===== src/rtl/spi_ram_pkg.sv =====
// Shared definitions for the SPI burst RAM: command frame opcode field and codes.
package spi_ram_pkg;

    localparam int OPC_W = 2;

    typedef enum logic [OPC_W-1:0] {
        OP_SET_WADDR = 2'b00,
        OP_WRITE     = 2'b01,
        OP_SET_RADDR = 2'b10,
        OP_READ      = 2'b11
    } opcode_e;

endpackage


===== src/rtl/spi_ram_array.sv =====
// Word storage for the SPI burst RAM: synchronous write, combinational read.
// Addresses at or beyond MEM_DEPTH are out of range: writes there are ignored
// and reads there return zero.
module spi_ram_array #(
    parameter int DATA_WIDTH = 8,
    parameter int ADDR_WIDTH = 8,
    parameter int MEM_DEPTH  = 256
) (
    input  logic                  clk,
    input  logic                  we,
    input  logic [ADDR_WIDTH-1:0] waddr,
    input  logic [DATA_WIDTH-1:0] wdata,
    input  logic [ADDR_WIDTH-1:0] raddr,
    output logic [DATA_WIDTH-1:0] rdata
);

    // Index width actually needed by the storage; never wider than ADDR_WIDTH.
    localparam int IDX_W = $clog2(MEM_DEPTH);
    // One extra bit so MEM_DEPTH == 2**ADDR_WIDTH is representable.
    localparam logic [ADDR_WIDTH:0] DEPTH_W = (ADDR_WIDTH + 1)'(MEM_DEPTH);

    logic [DATA_WIDTH-1:0] mem_q [MEM_DEPTH];
    logic                  w_in_range;
    logic                  r_in_range;

    assign w_in_range = {1'b0, waddr} < DEPTH_W;
    assign r_in_range = {1'b0, raddr} < DEPTH_W;

    // Store one word per enabled cycle, only when the address maps to a real word.
    // NOTE: storage has no reset on purpose; its contents are undefined after
    // power-up and must survive rst_n, and a reset would also block RAM inference.
    always_ff @(posedge clk) begin
        if (we && w_in_range) begin
            mem_q[waddr[IDX_W-1:0]] <= wdata;
        end
    end

    assign rdata = r_in_range ? mem_q[raddr[IDX_W-1:0]] : '0;

endmodule


===== src/rtl/spi_burst_ram.sv =====
// Command-decoded burst RAM behind the SPI slave deserialiser. Decodes one
// command frame per rx_valid cycle, keeps auto-incrementing write/read
// address counters, returns read data through a valid/ready output register
// and flags dropped reads in a sticky overrun bit.
module spi_burst_ram
    import spi_ram_pkg::*;
#(
    parameter int DATA_WIDTH = 8,
    parameter int ADDR_WIDTH = 8,
    parameter int MEM_DEPTH  = 256,
    parameter int AUTO_INC   = 1
) (
    input  logic                  clk,
    input  logic                  rst_n,
    input  logic [DATA_WIDTH+1:0] din,
    input  logic                  rx_valid,
    input  logic                  tx_ready,
    input  logic                  ovr_clr,
    output logic [DATA_WIDTH-1:0] dout,
    output logic                  tx_valid,
    output logic                  rd_overrun
);

    localparam logic [ADDR_WIDTH:0] LAST_W = (ADDR_WIDTH + 1)'(MEM_DEPTH - 1);

    // Post-increment with wrap; anything at or past the last word wraps to 0.
    function automatic logic [ADDR_WIDTH-1:0] next_addr(input logic [ADDR_WIDTH-1:0] a);
        if ({1'b0, a} >= LAST_W) begin
            return '0;
        end
        return a + 1'b1;
    endfunction

    opcode_e               opc;
    logic [DATA_WIDTH-1:0] payload;
    logic [ADDR_WIDTH-1:0] cmd_addr;
    logic [DATA_WIDTH-1:0] mem_rdata;
    logic                  mem_we;
    logic                  rd_accept;
    logic                  rd_drop;

    logic [ADDR_WIDTH-1:0] waddr_q, waddr_d;
    logic [ADDR_WIDTH-1:0] raddr_q, raddr_d;
    logic [DATA_WIDTH-1:0] dout_q, dout_d;
    logic                  tx_valid_q, tx_valid_d;
    logic                  rd_overrun_q, rd_overrun_d;

    assign opc      = opcode_e'(din[DATA_WIDTH+1 -: OPC_W]);
    assign payload  = din[DATA_WIDTH-1:0];
    assign cmd_addr = payload[ADDR_WIDTH-1:0];

    spi_ram_array #(
        .DATA_WIDTH (DATA_WIDTH),
        .ADDR_WIDTH (ADDR_WIDTH),
        .MEM_DEPTH  (MEM_DEPTH)
    ) u_array (
        .clk   (clk),
        .we    (mem_we),
        .waddr (waddr_q),
        .wdata (payload),
        .raddr (raddr_q),
        .rdata (mem_rdata)
    );

    // Decode the command, advance address counters, run the output handshake
    // and the overrun flag.
    // NOTE: every signal written here gets its hold value first, so no path
    // through the case statement can leave one unassigned and infer a latch.
    always_comb begin
        waddr_d      = waddr_q;
        raddr_d      = raddr_q;
        dout_d       = dout_q;
        tx_valid_d   = tx_valid_q;
        rd_overrun_d = rd_overrun_q;
        mem_we       = 1'b0;
        rd_accept    = 1'b0;
        rd_drop      = 1'b0;

        if (rx_valid) begin
            case (opc)
                OP_SET_WADDR: waddr_d = cmd_addr;
                OP_WRITE: begin
                    mem_we = 1'b1;
                    if (AUTO_INC != 0) begin
                        waddr_d = next_addr(waddr_q);
                    end
                end
                OP_SET_RADDR: raddr_d = cmd_addr;
                OP_READ: begin
                    // A read may replace the held word only once it is consumed.
                    if (!tx_valid_q || tx_ready) begin
                        rd_accept = 1'b1;
                    end else begin
                        rd_drop = 1'b1;
                    end
                end
                default: ;
            endcase
        end

        if (rd_accept) begin
            dout_d     = mem_rdata;
            tx_valid_d = 1'b1;
            if (AUTO_INC != 0) begin
                raddr_d = next_addr(raddr_q);
            end
        end else if (tx_valid_q && tx_ready) begin
            tx_valid_d = 1'b0;
        end

        // A new overrun beats a simultaneous clear.
        if (rd_drop) begin
            rd_overrun_d = 1'b1;
        end else if (ovr_clr) begin
            rd_overrun_d = 1'b0;
        end
    end

    // Register control state; rst_n aborts any burst and drops pending output.
    // NOTE: state registers use non-blocking assignments so every flop samples
    // the pre-edge values regardless of statement order.
    always_ff @(posedge clk or negedge rst_n) begin
        if (!rst_n) begin
            waddr_q      <= '0;
            raddr_q      <= '0;
            dout_q       <= '0;
            tx_valid_q   <= 1'b0;
            rd_overrun_q <= 1'b0;
        end else begin
            waddr_q      <= waddr_d;
            raddr_q      <= raddr_d;
            dout_q       <= dout_d;
            tx_valid_q   <= tx_valid_d;
            rd_overrun_q <= rd_overrun_d;
        end
    end

    assign dout       = dout_q;
    assign tx_valid   = tx_valid_q;
    assign rd_overrun = rd_overrun_q;

endmodule


===== config.mk =====
export PLATFORM = sky130hd
export DESIGN_NAME = spi_burst_ram
export DESIGN_NICKNAME = d
export VERILOG_FILES = /design/src/rtl/spi_ram_pkg.sv /design/src/rtl/spi_ram_array.sv /design/src/rtl/spi_burst_ram.sv
export SDC_FILE = /design/constraint.sdc
export NUM_CORES = 2
export LEC_CHECK = 0
export CORE_AREA = 2 2 525 527
export DETAILED_ROUTE_END_ITERATION = 10
export DIE_AREA = 0 0 527 529
export PLACE_DENSITY_LB_ADDON = 0.25
export SETUP_SLACK_MARGIN = 0.1
export SYNTH_ARGS = -nofsm -noshare
export SYNTH_HDL_FRONTEND = slang
export SYNTH_SLANG_ARGS = --single-unit

===== constraint.sdc =====
create_clock -name clk -period 2.5 [get_ports clk]
set_clock_uncertainty 0.2 [all_clocks]
set_input_delay 0.625 -clock clk [delete_from_list [all_inputs] [get_ports clk]]
set_output_delay 0.625 -clock clk [all_outputs]
set_load 0.01 [all_outputs]

==> impl_metrics.yaml <==
status:
  violations: "setup timing"
  outcome: "complete, but fails checks"
worst_hold_path:
  min_path_type: "input port to register"
sta:
  fmax_mhz: 318
  hold_violations: 0
  setup_viol_count_final: 12
  slew_viol_final: 0
  rsz0062_at_grt: "true"
  fin_crit_sh_pct: 126
  timing.final.ws_setup_ns: -0.647
  period_minus_slack_ns: 3.15
  relSlewSlack_pct: 47.1
  worstMarginPinSlew_ns: 0.794
grt:
  gr-total-overflow: 0
  first_global_vias: 44400
  grt_max_degree: 77
  grt_pass1_wl_um: 327000
  grt_usage_pct: 16.3
  antenna_found_initial: 6
cells_and_area:
  syn2layout_area_growth_pct: 24.4
  drive_gt1_share_pct: 33.8
  nets: 4977
  fin_area_um2: 102000
  nFillCells: 25100
yosys:
  async_flop_share_pct: 1.25
  synth-seq-area-share_pct: 76.1
  ys.flop_type: "edfxtp_1"
  synth.ff_latch_count: 2074
  syn_inst: 4084
  synthesis.area_um2: 81700
  yosysWarningCount: 0
  syn_avg_cell_area_um2: 20.0
  synth_edf_count: 2048
  ys_types: 64
  syn-num-nets: 4104
pwr:
  powerDensity_nw_per_um2: 802
  vdd_drop_max_mv: 0.698
  p_leak_nw: 33.6
die:
  chipHeight_um: 529
  rows: 192
  dieArea_um2: 279000
  initial_core_util_pct: 29.9
  die_x_um: 527
  ioPinCount: 25
  core_region_area_um2: 273000
placed_design:
  pre_cts_ws_ns: -1.84
  dp_hpwl_um: 149000
  place_area_um2: 92700
  io_buffers: 24
  routabilityCongestion: 0.837
route:
  drc_errors: 0
  first_pass_iters: 5
  wl_per_cell_um: 26.4
  vias: 42800
  viasPerCell: 4.90
  drtAntennaViolNets: 0
  routed_wl_um: 231000
  drt_iter0_markers: 3758
worst_setup_path:
  endpoint_kind: "register"
  crit_path_start_kind: "register"
  path_class: "register to register"
  crit_arrival_ns: 3.77
  crit_required_ns: 3.13
  critPathMaxFanout: 7
clock_network:
  cts_inserted_buffers: 216
  cts_sinks: 2074
  cts_tree: "done"
  insertion_delay_ns: 0.86
  root_buffer: "clkbuf_16"
  clk_pin_slew_worst_paths_ns: 0.06
  cts-htree-levels: 4
  clock_path_buffers: 3
flow_run:
  maxCapViolCount: 0
## cell type report
class | instances | area (µm²) | area share, %
Clock inverter | 137 | 1270 | 1.25
Timing Repair Buffer | 902 | 9060 | 8.93
Antenna cell | 2 | 5.00 | 0.00493
Multi-Input combinational cell | 1755 | 18900 | 18.6
Inverter | 8 | 35.0 | 0.0345
Clock buffer | 268 | 5640 | 5.55
Sequential cell | 2074 | 62200 | 61.2
Tap cell | 3589 | 4490 | 4.42
## state kept, by name, summed over array words and instances, names as in the netlist
name           cells
rd_overrun         1
dout               8
raddr_q            8
waddr_q            8
u_array.mem_q   2048
tx_valid           1
## where the power goes
part,leakage (nW),total [mW],switching [mW],internal [mW]
registers,18.7,38.6,0.288,38.3
clock network,3.34,31.4,13.7,17.7
logic,11.6,11.5,6.29,5.20
## worst paths after layout
kind / from / endpoint / slack [ns] / cells after the start
worst max-delay path: raddr_q[0] / dout[2] / -0.65 / 14
max in group asynchronous: rst_n / raddr_q[1] / 1.17 / 2
worst min register to register: rd_overrun / rd_overrun / 0.34 / 2
worst min-delay path: din[5] / u_array.mem_q[152][5] / 0.05 / 1
min in group asynchronous: rst_n / dout[5] / 0.29 / 2
worst max register to register: raddr_q[0] / dout[2] / -0.65 / 14
## metal layers
| metal | GRT usage (%) | vias to the layer above | part of all wire (%) |
|---|---|---|---|
| li1 | - | 18700 | - |
| met1 | 21.9 | 22800 | 43 |
| met2 | 27.4 | 1065 | 49 |
| met3 | 2.15 | 295 | 4.4 |
| met4 | 5.11 | 2 | 2.9 |
| met5 | 0 | - | 0.0069 |
## metrics by stage
stage	power [mW]	setup TNS (ns)	instances	hold WS [ns]	util, %
6_report	81.5	-6.54	8735	0.0525	37.2
5_1_grt	84.1	-7.36	8734	0.0147	37.2
3_5_place_dp	49.9	-1514.55	8249	0.344	34.0
3_3_place_gp	49.8	-1587.90	8249	0.343	34.0
4_1_cts	82.1	-7.87	8714	0.00153	37.0
2_1_floorplan	44.8	0	4084	0.129	-
## cell usage after synthesis (all sizes together) (12+ instances only)
cell type / number / area, µm²
a22o: 14 / 123
edfxtp: 2048 / 61500
buf: 144 / 1260
and2: 18 / 113
nor3: 25 / 125
mux4: 384 / 8830
clkbuf: 99 / 383
dfrtp: 26 / 651
nand3: 15 / 80.1
a221oi: 24 / 210
o221ai: 65 / 569
nand2b: 12 / 75.1
mux2i: 266 / 2660
o22ai: 69 / 432
nor2: 282 / 1060
nor4: 17 / 106
a211oi: 65 / 523
a22oi: 33 / 248
nor2b: 37 / 231
mux2: 16 / 180
a21oi: 57 / 285
and3: 15 / 93.8
nand2: 180 / 676
o21ai: 57 / 285
## cell families (layout without fill, tap and decap cells)
family | count (synthesis) | count (layout) | synth area share, %
flops | 2074 | 2074 | 76.1
other cells | 0 | 2 | 0
simple gates | 631 | 631 | 3.40
mux | 666 | 666 | 14.3
buf+inv | 255 | 1315 | 2.11
compound gates | 453 | 453 | 4.02
fa+ha+maj | 5 | 5 | 0.0766
## critical path: stages (launching register included)
cell and delay (ns):
dfrtp_4 0.50, buf_16 0.16, buf_12 0.14, buf_12 0.13, buf_12 0.13, buf_4 0.13, mux2i_1 0.12, o221ai_2 0.16
buf_4 0.17, nor3_4 0.04, nor4_4 0.37, o2111ai_4 0.25, a211oi_4 0.32, buf_4 0.19, a211o_1 0.09
## placed cells by master (no fill, tap or decap), drive strengths merged, types with 15 or more instances in the layout
| cell type | n |
|---|---|
| a211oi | 65 |
| a21oi | 57 |
| a221oi | 24 |
| a22oi | 33 |
| and2 | 18 |
| and3 | 15 |
| buf | 877 |
| bufinv | 16 |
| clkbuf | 270 |
| clkinv | 103 |
| dfrtp | 26 |
| edfxtp | 2048 |
| inv | 15 |
| mux2 | 16 |
| mux2i | 266 |
| mux4 | 384 |
| nand2 | 180 |
| nand3 | 15 |
| nor2 | 282 |
| nor2b | 37 |
| nor3 | 25 |
| nor4 | 17 |
| o21ai | 57 |
| o221ai | 65 |
| o22ai | 69 |
## repair_timing
action | in CTS | in global routing
setup buffers | 47 | 18
pin swaps | 38 | 32
cloned | 7 | 2
endpoints found under the setup margin | 80 | 201
hold endpoints to repair | 131 | 0
resized for setup | 152 | 80
hold buffers | 7 | 0
(Power assumes the default switching activity.)
